## src/rtl/counter_sampler.sv

```systemverilog
// Avalon-MM read master that periodically samples a 64-bit counter slave with a
// rollover-safe hi/lo/hi read sequence and publishes the sample plus its delta.
module counter_sampler #(
    parameter int         SAMPLE_PERIOD = 1000,
    parameter int         READ_LATENCY  = 1,
    parameter logic [3:0] ADDR_LO       = 4'h0,
    parameter logic [3:0] ADDR_HI       = 4'h4
) (
    input  logic        clk,
    input  logic        reset,
    input  logic        enable,
    output logic [3:0]  m_address,
    output logic        m_read,
    input  logic        m_waitrequest,
    input  logic [31:0] m_readdata,
    output logic [63:0] sample,
    output logic [63:0] delta,
    output logic        sample_valid,
    output logic        overrun,
    output logic [7:0]  retries
);

    localparam int              TW         = (SAMPLE_PERIOD > 1) ? $clog2(SAMPLE_PERIOD) : 1;
    localparam logic [TW-1:0]   TIMER_LAST = TW'(SAMPLE_PERIOD - 1);
    localparam logic [1:0]      LAT_LAST   = 2'(READ_LATENCY - 1);

    typedef enum logic [2:0] {
        IDLE,
        RD_HI1,
        W_HI1,
        RD_LO,
        W_LO,
        RD_HI2,
        W_HI2,
        DONE
    } state_t;

    state_t        state_q,     state_d;
    logic [TW-1:0] timer_q,     timer_d;
    logic          tick_q,      tick_d;
    logic          m_read_q,    m_read_d;
    logic [3:0]    m_address_q, m_address_d;
    logic [1:0]    lat_q,       lat_d;
    logic [31:0]   h1_q,        h1_d;
    logic [31:0]   lo_q,        lo_d;
    logic [63:0]   prev_q,      prev_d;
    logic [63:0]   sample_q,    sample_d;
    logic [63:0]   delta_q,     delta_d;
    logic          overrun_q,   overrun_d;
    logic [7:0]    retries_q,   retries_d;
    logic          first_q,     first_d;

    logic          accept;
    logic          lat_done;
    logic [63:0]   coherent;

    assign accept   = m_read_q && !m_waitrequest;
    assign lat_done = (lat_q == LAT_LAST);
    assign coherent = {h1_q, lo_q};

    always_ff @(posedge clk or posedge reset) begin
        if (reset) begin
            state_q     <= IDLE;
            timer_q     <= '0;
            tick_q      <= 1'b0;
            m_read_q    <= 1'b0;
            m_address_q <= ADDR_HI;
            lat_q       <= '0;
            h1_q        <= '0;
            lo_q        <= '0;
            prev_q      <= '0;
            sample_q    <= '0;
            delta_q     <= '0;
            overrun_q   <= 1'b0;
            retries_q   <= '0;
            first_q     <= 1'b1;
        end else begin
            state_q     <= state_d;
            timer_q     <= timer_d;
            tick_q      <= tick_d;
            m_read_q    <= m_read_d;
            m_address_q <= m_address_d;
            lat_q       <= lat_d;
            h1_q        <= h1_d;
            lo_q        <= lo_d;
            prev_q      <= prev_d;
            sample_q    <= sample_d;
            delta_q     <= delta_d;
            overrun_q   <= overrun_d;
            retries_q   <= retries_d;
            first_q     <= first_d;
        end
    end

    always_comb begin
        state_d     = state_q;
        timer_d     = timer_q;
        tick_d      = 1'b0;
        m_read_d    = m_read_q;
        m_address_d = m_address_q;
        lat_d       = lat_q;
        h1_d        = h1_q;
        lo_d        = lo_q;
        prev_d      = prev_q;
        sample_d    = sample_q;
        delta_d     = delta_q;
        overrun_d   = overrun_q;
        retries_d   = retries_q;
        first_d     = first_q;

        // The tick is registered so it lands on the cycle the timer reads 0 again.
        if (!enable) begin
            timer_d = '0;
        end else if (timer_q == TIMER_LAST) begin
            timer_d = '0;
            tick_d  = 1'b1;
        end else begin
            timer_d = timer_q + 1'b1;
        end

        if (tick_q && (state_q != IDLE)) begin
            overrun_d = 1'b1;
        end

        case (state_q)
            IDLE: begin
                if (tick_q) begin
                    state_d     = RD_HI1;
                    m_read_d    = 1'b1;
                    m_address_d = ADDR_HI;
                end
            end
            // Entering a read state from a wait state leaves m_read low for one
            // address-setup cycle; it then stays high until accepted.
            RD_HI1, RD_LO, RD_HI2: begin
                if (accept) begin
                    m_read_d = 1'b0;
                    lat_d    = '0;
                    case (state_q)
                        RD_HI1:  state_d = W_HI1;
                        RD_LO:   state_d = W_LO;
                        default: state_d = W_HI2;
                    endcase
                end else begin
                    m_read_d = 1'b1;
                end
            end
            W_HI1: begin
                if (lat_done) begin
                    h1_d        = m_readdata;
                    state_d     = RD_LO;
                    m_address_d = ADDR_LO;
                end else begin
                    lat_d = lat_q + 2'd1;
                end
            end
            W_LO: begin
                if (lat_done) begin
                    lo_d        = m_readdata;
                    state_d     = RD_HI2;
                    m_address_d = ADDR_HI;
                end else begin
                    lat_d = lat_q + 2'd1;
                end
            end
            W_HI2: begin
                if (lat_done) begin
                    if (m_readdata == h1_q) begin
                        // Publish on entry to DONE so sample/delta are already
                        // valid during the sample_valid cycle.
                        state_d  = DONE;
                        sample_d = coherent;
                        delta_d  = first_q ? 64'd0 : (coherent - prev_q);
                        prev_d   = coherent;
                        first_d  = 1'b0;
                    end else begin
                        if (retries_q != 8'hFF) begin
                            retries_d = retries_q + 8'd1;
                        end
                        h1_d        = m_readdata;
                        state_d     = RD_LO;
                        m_address_d = ADDR_LO;
                    end
                end else begin
                    lat_d = lat_q + 2'd1;
                end
            end
            DONE: begin
                state_d = IDLE;
            end
            default: begin
                state_d = IDLE;
            end
        endcase
    end

    assign m_address    = m_address_q;
    assign m_read       = m_read_q;
    assign sample       = sample_q;
    assign delta        = delta_q;
    assign sample_valid = (state_q == DONE);
    assign overrun      = overrun_q;
    assign retries      = retries_q;

endmodule

```

## config.mk

```make
export PLATFORM = sky130hd
export DESIGN_NAME = counter_sampler
export DESIGN_NICKNAME = d
export VERILOG_FILES = /design/src/rtl/counter_sampler.sv
export SDC_FILE = /design/constraint.sdc
export NUM_CORES = 1
export LEC_CHECK = 0
export ABC_AREA = 1
export ABC_CLOCK_PERIOD_IN_PS = 8800
export BUFFER_PORTS_ARGS = -buffer_cell sky130_fd_sc_hd__buf_2
export CORE_MARGIN = 1
export CORE_UTILIZATION = 57
export DETAILED_ROUTE_END_ITERATION = 8
export HOLD_SLACK_MARGIN = 0.02
export PLACE_DENSITY = 0.87
export SLEW_MARGIN = 0
export SYNTH_ARGS = -nofsm -noshare
export SYNTH_HDL_FRONTEND = slang
export SYNTH_SLANG_ARGS = --single-unit
```

## constraint.sdc

```tcl
create_clock -name clk -period 8.8 [get_ports clk]
set_clock_uncertainty 0.1 [all_clocks]
set_input_delay 1.32 -clock clk [delete_from_list [all_inputs] [get_ports clk]]
set_output_delay 1.32 -clock clk [all_outputs]
set_load 0.1 [all_outputs]
```

# After elaboration in Yosys (flattened, before gate mapping)
# Index checks and enable logic that the tools add are counted.
word_totals:
  ff_bits: 223
  inputBits: 36
  out_inout_bits: 143
  wordCells: 84
classes:
  addsub: 4
  eq_ne: 17
  mux: 29
  n_bitwise: 1
  n_reduce_logical: 20
ops:
  columns: ["op", "n"]
  rows:
  - ["two-way mux 32 bit", 3]
  - ["two-way mux 64 bit", 1]
  - ["case mux 32 bit (2 select lines)", 1]
  - ["subtractor 64 bit", 1]
  - ["== test 32 bit", 1]
  - ["two-way mux 10 bit", 2]
  - ["two-way mux 4 bit", 5]
  - ["two-way mux 3 bit", 6]
  - ["case mux 3 bit (6 select lines)", 1]
  - ["case mux 4 bit (4 select lines)", 1]
  - ["!= test 2 bit, second input constant", 7]
  - ["== test 3 bit, second input constant", 4]
  - ["adder 10 x 1 -> 10 bit, second input constant", 1]
  - ["== test 10 bit, second input constant", 1]
  - ["adder 8 x 1 -> 8 bit, second input constant", 1]
  - ["!= test 8 bit, second input constant", 1]
  - ["AND reduction 4 bit", 2]
  - ["== test 3 x 2 -> 1 bit, second input constant", 2]
  - ["case mux 3 bit (2 select lines)", 1]
  - ["AND reduction 3 bit", 2]
  - ["AND reduction 6 bit", 1]
  - ["nonzero test 2 bit", 3]
  - ["OR reduction 3 bit", 2]
  - ["AND reduction 5 bit", 1]
  - ["14 further kinds", 20]

# Longest topological paths before layout
# Gate-level depths: netlist of the first run.
logic_depth:
  ltp_word: 4
  ltp_mapped: 17
  depth_no_buf: 17

# Worst setup path after synthesis of the first run
# No wires, ideal clock.
synth_timing:
  kind: "register to output"
  from: "register state_q[2]"
  to: "output port sample_valid"
  t_arrival_ns: 1.746
  required_ns: 7.380
  slack_ns: 5.634
  stages_incl_launch_ff: 3
  path_cell_list: "dfrtp_1 > nand2_1 > nor2_1"
synth_between:
  elab_chain_cells: 1
synth_lines:
  columns: ["element", "line", "rtl"]
  rows:
  - ["start: declaration", "38", "state_t state_q, state_d;"]
  - ["start signal: assignment", "78", "state_q <= state_d;"]
  - ["== test 3 bit", "201", "assign sample_valid = (state_q == DONE);"]
  - ["end: declaration", "18", "output logic sample_valid,"]
# Every way passes these cells.

# Worst setup path after layout of the first run
layout_timing:
  from: "input port m_readdata[11]"
  to: "register delta_q[43] (netlist: delta[43])"
layout_between:
  elab_chain_cells: 2
layout_lines:
  columns: ["element", "line", "rtl"]
  rows:
  - ["start: declaration", "15", "input logic [31:0] m_readdata,"]
  - ["== test 32 bit", "168", "if (m_readdata == h1_q) begin"]
  - ["AND reduction 3 bit (no line)", null, null]
  - ["end signal: assignment", "88", "delta_q <= delta_d;"]
  - ["end: declaration", "48", "logic [63:0] delta_q, delta_d;"]
# Every way passes these cells.
# A chain may end at the register's enable or synchronous reset.

==> implementation parameters, run 1 <==
Parameter                              Value

Power
  Relative contribution of the clock network to total power    0.283
  Logic gate share of total power    0.345
  Internal power summed over all cells    between 0.002 and 0.0025 W
  Sequential fraction of design power    0.373
  Worst ir drop on vdd    between 200 and 300 uV
  Share of total power consumed by net switching    0.420
  Power per cell area    between 200 and 250 nW/um^2
  Total power    a little under 0.004 W
  Switching power of the nets    0.00166 W
  Static leakage    between 10 and 15 nW

Setup path
  Crit Path Max Fanout    between 150 and 200
  Dominant cell type by count on the critical path    nand2_1
  Critical Path Start Type    input pin
  CP max stage delay    0.70 ns
  Arrival time worst endpoint    approximately 3.7 ns
  Classification of the worst setup path    in -> reg
  Required time of the worst setup path    between 9 and 10 ns
  Bufs and invs on worst path    3
  Worst-path cell chain    buf_2, inv_1, nand2_1, nand2_1, nand2_1, nor2_1, nand2_1, nor2_1, nand4_1, buf_12, nor2_8, nand3_1, nand2_1
  Endpoint type of the worst setup path    flip-flop
  Cell family contributing the most delay on the critical path    simple AND/OR/NAND/NOR gates
  Critical-path cell with the highest stage delay    nor2_8

Final layout
  Area growth from synthesis to final layout    13.0%
  Final #Nets    2600
  Share of layout cells above drive strength 1    0.101
  Most common library cell in the layout ignoring fill and taps    nand2_1
  Final Cell Area    approximately 17000 sq um
  Final standard cell utilization of the core    0.656
  Most used cells in the layout excluding fill and tap cells    nand2_1, inv_1, dfrtp_1
  Post-Layout Cell Count    between 2000 and 3000

GRT
  Total global-route track usage    0.362
  Grt ovf    0
  Initial antenna violation count    0
  Via count of the first global-routing pass    14000
  Wire length of the first global-routing pass    roughly 74 mm
  Maximum number of pins on one net before global-route repair    roughly 190

CTS
  Number of buffers added by the clock tree synthesis step    25
  Worst-Skew Late Latency    0.56 ns
  Buffer cell driving the clock tree root    clkbuf_16
  Cts repair resizes    0
  CTS clk-pin slew, worst paths    around 0.060 ns
  Clock tree from TritonCTS    yes
  H-tree depth    1
  Post-CTS Hold Buffers    0
  Number of setup buffers added after CTS    0
  CTS sink count    220
  Maximum root-to-sink buffer count    3

Routing
  Length of the first detailed-routing pass in iterations    6
  Routed WL per cell    16.9 microns
  Vias post-DR    ~15000
  Final routed DRC violation total    0
  Number of vias per cell    between 5 and 6
  Routed Antenna Nets    0
  Total wire length    between 40 and 50 mm
  Starting DRC count in detailed routing    between 1500 and 2000

Placed design
  Total placed cells including tap cells    2804
  Placed standard-cell area    between 15000 and 20000 sq um
  Detailed placement HPWL    38.3 mm
  RD Place Congestion    0.988
  # port buffers    175

Floorplanning
  Floorplan die area    27100 sq um
  Placeable core area    approximately 26000 sq um
  Die boundary width    between 150 and 200 microns
  Ports    around 180
  Initial core utilization    0.580
  Std-Cell Rows    between 50 and 60
  Die boundary height    approximately 160 microns

STA
  Total negative slack    0 ns
  Share of the clock period used by the worst path after layout    0.381
  Slew Limit Fails    0
  Maximum achievable frequency    298 MHz
  Total count of hold-check failures in the final report    0
  Final min period    approximately 3.4 ns
  Setup repair after global routing missed its margin    no
  Relative slew margins    0.300
  Worst-Margin Slew    roughly 1.0 ns
  Total setup violations reported at the end of the flow    0

Run
  Max Cap Viol    0

Synthesis
  Synthesized cell area    ~15000 sq um
  Sequential area share after synthesis    0.365
  Proportion of register bits with asynchronous set or reset after synthesis    1.00
  Post-synth EDFFs    0
  Post-Synthesis Mean Instance Area    6.47 sq um
  Synth Instances    between 2000 and 2500
  Count of synthesis-stage warnings from yosys    0
  Most frequently used flop master after synthesis    dfrtp_1
  Number of distinct library cell variants in the gate-level netlist after synthesis    38
  Count of state elements after synthesis    between 200 and 250

Status
  Run status    finished clean

Hold path
  Type of the most critical hold path    reg -> reg
## sequential cells by signal, indices dropped and copies added (netlist names)
register and flops:
h1_q 32, m_address 1, m_read 1, retries 8, lat_q 2, overrun 1, delta 64, first_q 1
tick_q 1, sample 64, lo_q 32, state_q 3, timer_q 10
## logic make-up (layout without fill, tap and decap cells)
group / count (synthesis) / in the layout / synth area share
adder cells (fa/ha/maj): 68 / 68 / 0.0569
other: 1 / 4 / 0.000249
AO/OA/AOI/OAI: 160 / 160 / 0.0540
flip-flops: 220 / 220 / 0.365
AND/OR/NAND/NOR: 1322 / 1322 / 0.355
multiplexers: 12 / 12 / 0.00897
XOR/XNOR: 49 / 49 / 0.0285
buffers and inverters: 499 / 681 / 0.131
## power groups by stage
stage	Clock, W	Combinational (W)	Sequential, W
2_1_floorplan	0	0.000895	0.00143
3_3_place_gp	0	0.00129	0.00147
3_5_place_dp	0	0.00132	0.00148
4_1_cts	0.00112	0.00133	0.00146
5_1_grt	0.00116	0.00149	0.00148
6_report	0.00112	0.00136	0.00147
## synthesized netlist by cell type (2+ instances only)
cell,instances,area share
xnor2_1,20,0.012
nand2_1,914,0.23
buf_6,6,0.0045
o21ai_1,14,0.0046
nand3_1,121,0.040
mux2_2,12,0.0090
nor2_1,200,0.050
buf_2,11,0.0037
clkbuf_1,12,0.0030
nand2_2,4,0.0017
a21oi_1,103,0.034
and2_1,4,0.0017
nor2_2,2,0.00083
nand3b_1,9,0.0045
o21ai_0,39,0.013
nand4_1,29,0.012
inv_2,3,0.00075
buf_4,12,0.0060
or2_2,9,0.0037
xor2_1,29,0.017
dfrtp_1,218,0.36
nor3_1,19,0.0063
dfstp_2,2,0.0035
nor4_1,5,0.0021
and3b_1,2,0.0012
buf_1,2,0.00050
ha_1,67,0.056
inv_1,453,0.11
## per-stage QoR
stage / hold WS, ns / setup WS [ns]
floorplan: 0.333 / 1.36
global placement: 0.340 / 5.10
detailed placement: 0.342 / 4.94
CTS: 0.359 / 5.49
global route: 0.377 / 5.22
finish: 0.364 / 5.45
## path summary, 6_finish.rpt
check | startpoint | endpoint | slack (ns) | cells after the start
min in group asynchronous | reset | h1_q[7] | 0.81 | 2
worst max register to register | h1_q[12] | delta[59] | 5.83 | 11
worst min-delay path | overrun | overrun | 0.36 | 1
worst max-delay path | m_readdata[11] | delta[43] | 5.45 | 13
max in group asynchronous | reset | delta[36] | 6.49 | 3
worst min register to register | overrun | overrun | 0.36 | 1
## layer usage
layer | GRT usage | wire length, microns | vias up
met1 | 0.493 | 20700 | 7034
li1 | - | - | 7371
met5 | 0 | 0 | -
met4 | 0.153 | 2100 | 0
met3 | 0.0500 | 4140 | 91
met2 | 0.577 | 21400 | 624
## final cells by class
class,instances,area (sq um)
clock buffers,37,711
repair buffers,179,918
clock inverters,9,163
well taps,335,419
inverters,456,1720
flip-flops and latches,220,5510
diodes,1,2.50
multi-input cells,1614,7590
fillers,2332,8950
No activity file was read; power rests on OpenSTA's default activity.
==> inputs of run 2 (changes only) <==
Settings changed: ABC_AREA 1 to 0, ABC_CLOCK_PERIOD_IN_PS 8800 to 3300, PLACE_DENSITY 0.87 to 0.88.
Clock period 8.8 ns to 3.3 ns, I/O delays scaled along.
==> run 2 against run 1 <==
Register-to-register slack lost 5.9 ns. Synthesized area shrank 16%. Combinational power grew to 5.9 times the previous value. First-iteration DRC count shrank 37%. Die area shrank 16%. Largest cell class unchanged. The flow now finishes with violations (negative setup slack). Wire length shrank 22%. Critical path type is now reg -> reg. Hold slack lost 0.21 ns. Sequential share of layout area grew 2.8 points.
==> implementation parameters, run 2 <==
Parameter                              Value

Power
  Worst ir drop on vdd    933 uV (+240%)
  Power per cell area    938 nW/um^2 (+310%)
  Static leakage    7.61 nW (-28%)

Synthesis
  Post-Synthesis Mean Instance Area    10.0 sq um (+55%)
  Top area cells in the synthesized netlist    dfrtp_1, mux2_2, ha_1
  Count of synthesis-stage warnings from yosys    0 (unchanged)
  Library cell with the highest instance count after synthesis    dfrtp_1
  Synth Instances    1256 (-46%)
  Share of the synthesized area in the top cell type    0.433 (+0.0712)
  Synthesized cell area    12600 sq um (-16%)
  Count of state elements after synthesis    220 (unchanged)
  Sequential area share after synthesis    0.437 (+0.0719)
  Cell type with the highest aggregate area in the netlist    dfrtp_1
  Proportion of register bits with asynchronous set or reset after synthesis    1.00 (unchanged)
  Number of distinct library cell variants in the gate-level netlist after synthesis    67 (+76%)
  Post-synth EDFFs    0 (unchanged)
  Most numerous cell types in the synthesized netlist    dfrtp_1, mux2_2, nand2_1, inv_1, a21oi_1
  Most frequently used flop master after synthesis    dfrtp_1

STA
  Setup ws final    -0.0665 ns (-5.51 ns)
  Total setup violations reported at the end of the flow    4 (+4)
  Total count of hold-check failures in the final report    0 (unchanged)
  Final min period    roughly 3.4 ns
  Setup repair after global routing missed its margin    yes
  Share of the clock period used by the worst path after layout    1.02
  Worst-Margin Slew    1.12 ns (+0.0732 ns)
  Maximum achievable frequency    around 300 MHz
  Slew Limit Fails    0 (unchanged)
  Relative slew margins    0.253 (-0.0467)

Setup path
  Arrival time worst endpoint    3.69 ns (-0.04 ns)
  Worst R2R Start    sample[0]
  Crit Path Max Fanout    2 (-99%)
  Depth of the worst register-to-register path    15 (+4)
  Required time of the worst setup path    3.63 ns (-5.54 ns)
  Critical Path Start Type    flip-flop
  Endpoint type of the worst setup path    flip-flop
  Classification of the worst setup path    reg -> reg
  Destination of the worst register-to-register timing path    delta[58]
  Register-to-register setup slack    -0.07 ns (-5.90 ns)

GRT
  Grt ovf    0 (unchanged)
  Total global-route track usage    0.323 (-0.0393)
  Via count of the first global-routing pass    10400 (-26%)
  Wire length of the first global-routing pass    56.2 mm (-24%)
  Initial antenna violation count    4 (+4)
  Maximum number of pins on one net before global-route repair    102 (-47%)

Status
  Run status    finished with violations
  Violated checks    negative setup slack

Final layout
  Area growth from synthesis to final layout    24.6%
  Post-Layout Cell Count    1812 (-36%)
  Final #Nets    1618 (-38%)
  Most used cells in the layout excluding fill and tap cells    dfrtp_1, buf_2, mux2_2
  Final-layout fill cell count    1457 (-38%)
  Most common library cell in the layout ignoring fill and taps    dfrtp_1
  Area taken by flip-flops and latches    5510 sq um (unchanged)
  Share of layout cells above drive strength 1    0.335 (+0.234)
  Multi-input logic area    6880 sq um (-9.5%)

Routing
  Length of the first detailed-routing pass in iterations    6 (unchanged)
  Total wire length    37.6 mm (-22%)
  Number of vias per cell    6.05 (+14%)
  Vias post-DR    11000 (-27%)
  Starting DRC count in detailed routing    946 (-37%)
  Routed Antenna Nets    0 (unchanged)
  Final routed DRC violation total    0 (unchanged)
  Routed WL per cell    20.8 microns (+23%)

Placed design
  Total placed cells including tap cells    1750 (-38%)
  Detailed placement HPWL    27.1 mm (-29%)
  Worst setup slack after placement    -0.183 ns (-5.13 ns)
  # port buffers    175 (unchanged)
  RD Place Congestion    0.987 (-0.11%)

CTS
  Buffer cell driving the clock tree root    clkbuf_16
  Maximum root-to-sink buffer count    3 (unchanged)
  CTS sink count    220 (unchanged)
  Clock tree from TritonCTS    yes
  Number of buffers added by the clock tree synthesis step    24 (-4.0%)
  H-tree depth    1 (unchanged)
  CTS clk-pin slew, worst paths    0.06 ns (about the same)
  Worst-Skew Late Latency    0.52 ns (-0.04 ns)

Hold path
  Critical hold path startpoint    m_readdata[1]
  Number of stages on the worst hold path    3 (+2)
  Type of the most critical hold path    in -> reg
  Endpoint with the worst hold slack    lo_q[1]

Floorplanning
  Placeable core area    21800 sq um (-16%)
  Die boundary height    151 microns (-8.5%)
  Floorplan die area    22700 sq um (-16%)
  Ports    179 (unchanged)
  Initial core utilization    0.579 (-0.00112)
  Std-Cell Rows    54 (-8.5%)
  Die boundary width    151 microns (-8.5%)

Run
  Max Cap Viol    0 (unchanged)
run 2: worst max-delay path: stages (launching register included):
cell	delay, ns
dfrtp_1	0.41
ha_4	0.18
fa_2	0.35
nand2b_4	0.17
a21oi_4	0.18
o2111ai_2	0.16
a2111oi_2	0.41
buf_4	0.19
o21a_1	0.15
buf_6	0.12
nor4_4	0.03
o31ai_1	0.27
buf_4	0.17
buf_6	0.09
xnor2_2	0.07
o31ai_2	0.23
run 2: final cells by class:
| cell class | instances | share of cell area |
|---|---|---|
| multi-input combinational | 897 | 0.438 |
| sequential | 220 | 0.351 |
| timing repair buffer | 288 | 0.113 |
| clock buffer | 33 | 0.0456 |
| tap | 280 | 0.0223 |
| inverter | 83 | 0.0201 |
| clock inverter | 9 | 0.00988 |
| antenna | 2 | 0.000319 |
run 2: metal layers:
| layer | up-vias | track usage | wire [microns] |
|---|---|---|---|
| met5 | - | 0 | 20 |
| met4 | 4 | 0.126 | 1670 |
| met3 | 111 | 0.0609 | 3190 |
| met2 | 585 | 0.521 | 17500 |
| met1 | 5303 | 0.429 | 15200 |
| li1 | 4967 | - | - |
run 2: worst max-delay path by stage:
stage | from | endpoint
final | sample[0] | delta[58]
after floorplan | sample[0] | delta[44]
after CTS | lo_q[0] | delta[58]
after detailed placement | sample[0] | delta[62]
after global routing | sample[1] | delta[57]
after global placement | lo_q[16] | delta[39]
run 2: through the flow:
| step | cell area, sq um | total power [W] | util | hold WS (ns) | setup TNS, ns |
|---|---|---|---|---|---|
| after global routing | 15700 | 0.0155 | 0.721 | 0.149 | -1.41 |
| after floorplan | 12600 | 0.00854 | - | 0.325 | -41.17 |
| after CTS | 15300 | 0.0140 | 0.705 | 0.134 | -0.0109 |
| final | 15700 | 0.0147 | 0.721 | 0.153 | -0.105 |
| after global placement | 14400 | 0.0107 | 0.661 | 0.341 | -0.0217 |
| after detailed placement | 14400 | 0.0109 | 0.661 | 0.351 | -0.854 |
run 2: cell families after synthesis:
| family | Yosys count | synth area share |
|---|---|---|
| compound gates | 292 | 0.148 |
| other cells | 1 | 0.000298 |
| buf+inv | 141 | 0.0429 |
| xor+xnor | 104 | 0.0723 |
| fa+ha+maj | 68 | 0.0681 |
| flops | 220 | 0.437 |
| simple gates | 302 | 0.117 |
| mux | 128 | 0.114 |
run 2: what timing repair did:
| action | 4_1_cts | 5_1_grt |
|---|---|---|
| pin swaps | 7 | 31 |
| hold buffers | 1 | 0 |
| gates resized for setup | 9 | 57 |
| buffers inserted | 5 | 13 |
| cloned | 0 | 0 |
| setup endpoints to repair | 17 | 24 |
| hold endpoints to repair | 16 | 0 |
run 2: where the power goes:
group	leakage (nW)	internal [W]	switching (W)	total, W
registers	2.91	0.00318	0.000586	0.00376
logic	4.27	0.00348	0.00455	0.00802
clock network	0.426	0.00182	0.00111	0.00294
==> inputs of run 3 (changes only) <==
Settings changed: CORE_UTILIZATION 57 to 35, PLACE_DENSITY 0.88 to 0.62.
==> run 3 against run 2 <==
The flow now finishes without violations. Fmax increased by 4.9%. Setup slack improved by 0.16 ns. Flip-flop and latch count unchanged. Sequential share of layout area decreased by 0.86 points. Combinational power decreased by 0.6%. Die area increased by 62%. First-iteration DRC count decreased by 45%. Utilization decreased by 27 points. Critical endpoint is now delta[56]. Largest cell class unchanged. Largest power group unchanged.
==> implementation parameters, run 3 (synthesized netlist as in run 2, its figures left out) <==
Parameter                              Value

CTS
  Worst-Skew Late Latency    0.54 ns (+0.02 ns)
  CTS sink count    220 (unchanged)
  Number of buffers added by the clock tree synthesis step    27 (+13%)
  Clock tree from TritonCTS    yes
  Maximum root-to-sink buffer count    3 (unchanged)
  H-tree depth    1 (unchanged)
  Buffer cell driving the clock tree root    clkbuf_16
  CTS clk-pin slew, worst paths    0.06 ns (about the same)

Power
  Sequential fraction of design power    0.254 (about the same)
  Internal power summed over all cells    0.00852 W (+0.49%)
  Static leakage    7.70 nW (+1.2%)
  Worst ir drop on vdd    552 uV (-41%)
  Switching power of the nets    0.00615 W (-1.5%)
  Share of total power consumed by net switching    0.419 (-0.00500)
  Logic gate share of total power    0.543 (-0.002)
  Relative contribution of the clock network to total power    0.203 (+0.003)
  Power per cell area    911 nW/um^2 (-2.8%)

Placed design
  RD Place Congestion    0.888 (-10%)
  Placed standard-cell area    14800 sq um (+3.3%)
  Detailed placement HPWL    29.2 mm (+7.6%)
  # port buffers    175 (unchanged)
  Worst setup slack after placement    -0.236 ns (-0.0530 ns)

Setup path
  Endpoint type of the worst setup path    flip-flop
  Dominant cell type by count on the critical path    buf_4
  Arrival time worst endpoint    3.56 ns (-0.13 ns)
  Required time of the worst setup path    3.65 ns (+0.02 ns)
  Classification of the worst setup path    reg -> reg
  Critical-path cell with the highest stage delay    dfrtp_1
  Critical Path Start Type    flip-flop
  Bufs and invs on worst path    3 (-1)
  Worst-path cell chain    ha_4, fa_2, nand2b_4, a21oi_4, o2111ai_4, a2111oi_4, buf_4, o21a_1, buf_6, nor2_4, a21oi_2, buf_4, a31oi_4, xor2_1, o31ai_1
  Cell family contributing the most delay on the critical path    compound AO/OA/AOI/OAI gates
  CP max stage delay    0.41 ns (about the same)
  Crit Path Max Fanout    3 (+1)

Routing
  Length of the first detailed-routing pass in iterations    5 (-1)
  DR top layer    met5
  Vias post-DR    10500 (-4.3%)
  Final routed DRC violation total    0 (unchanged)
  WL met3    2.72 mm (-15%)
  Routed WL per cell    19.0 microns (-8.5%)
  Met2 WL post-DR    17.4 mm (-0.80%)
  Routed Antenna Nets    0 (unchanged)
  Detailed-route wire length on metal 1    17.1 mm (+12%)
  Number of vias per cell    5.20 (-14%)
  Starting DRC count in detailed routing    517 (-45%)
  Total wire length    38.3 mm (+1.9%)

Floorplanning
  Initial core utilization    0.355 (-0.224)
  Die boundary height    192 microns (+27%)
  Die boundary width    192 microns (+27%)
  Ports    179 (unchanged)
  Placeable core area    35500 sq um (+63%)
  Floorplan die area    36700 sq um (+62%)
  Std-Cell Rows    69 (+28%)

Run
  Max Cap Viol    0 (unchanged)

STA
  Maximum achievable frequency    311 MHz (+4.9%)
  Final worst hold slack    0.128 ns (-0.0249 ns)
  Relative slew margins    0.413 (+0.160)
  Slew Limit Fails    0 (unchanged)
  Worst-Margin Slew    0.871 ns (-0.246 ns)
  Total count of hold-check failures in the final report    0 (unchanged)
  Final min period    3.21 ns (-0.156 ns)
  Share of the clock period used by the worst path after layout    0.973 (-0.0473)
  Setup ws final    0.0896 ns (+0.156 ns)
  Total setup violations reported at the end of the flow    0 (-4)
  Total negative slack    0 ns (+0.105 ns)

Final layout
  Share of layout cells above drive strength 1    0.340 (+0.00490)
  Area growth from synthesis to final layout    27.8%
  Most common library cell in the layout ignoring fill and taps    dfrtp_1
  Final Cell Area    16100 sq um (+2.5%)
  Most used cells in the layout excluding fill and tap cells    dfrtp_1, buf_2, mux2_2
  Final #Nets    1638 (+1.2%)

GRT
  Initial antenna violation count    11 (+7)
  Grt ovf    0 (unchanged)
  Via count of the first global-routing pass    10200 (-1.9%)
  Total global-route track usage    0.206 (-0.117)
  Maximum number of pins on one net before global-route repair    83 (-19%)
  Wire length of the first global-routing pass    58.5 mm (+4.1%)

Status
  Run status    finished clean

Hold path
  Type of the most critical hold path    in -> reg
[run 3: cell count changes in the layout (fill, tap and decap cells not counted), moves of 3 or more]
cell,before,now
nor2_1,45,42
o21ai_1,10,6
inv_1,78,82
clkinv_2,2,8
o21ai_0,66,71
buf_4,107,123
inv_2,4,0
[run 3: metrics by stage]
stage	cells	utilization	total power, W
after floorplan	1258	-	0.00854
after global placement	1960	0.418	0.0111
after detailed placement	1960	0.418	0.0112
after CTS	2012	0.446	0.0143
after global routing	2017	0.453	0.0156
final	2018	0.454	0.0147
[run 3: timing repair]
item | in CTS | in global routing
setup buffers | 1 | 4
endpoints found under the setup margin | 12 | 25
hold buffers | 1 | 0
endpoints found under the hold margin | 16 | 0
gates resized for setup | 11 | 45
pin swaps | 4 | 22
[run 3: path summary, 6_finish.rpt]
check	startpoint	cells past startpoint	end	slack, ns
max	sample[0]	15	delta[56]	0.09
min in group asynchronous	reset	3	sample[46]	0.46
min	enable	2	timer_q[1]	0.13
max in group asynchronous	reset	4	sample[37]	1.83
min reg2reg	timer_q[0]	1	timer_q[0]	0.36
max reg2reg	sample[0]	15	delta[56]	0.09
[run 3: final cells by class]
class                           instances  area [sq um]
Inverter                               83           315
Multi-Input combinational cell        897          6870
Antenna cell                            2          5.00
Tap cell                              461           577
Timing Repair Buffer                  305          1920
Fill cell                            3395         19400
Clock inverter                         15           140
Sequential cell                       220          5510
Clock buffer                           35           756
[run 3: metal layers]
metal  vias to the layer above  global-route usage
met5                         -                   0
met3                        71              0.0493
met1                      5094               0.282
met2                       301               0.321
li1                       5014                   -
met4                        18              0.0598
[run 3: power by group through the flow]
stage	logic, W	clock network, W	registers, W
floorplan	0.00474	0	0.00381
global placement	0.00736	0	0.00373
detailed placement	0.00740	0	0.00377
CTS	0.00754	0.00304	0.00372
global route	0.00866	0.00314	0.00380
finish	0.00797	0.00297	0.00373
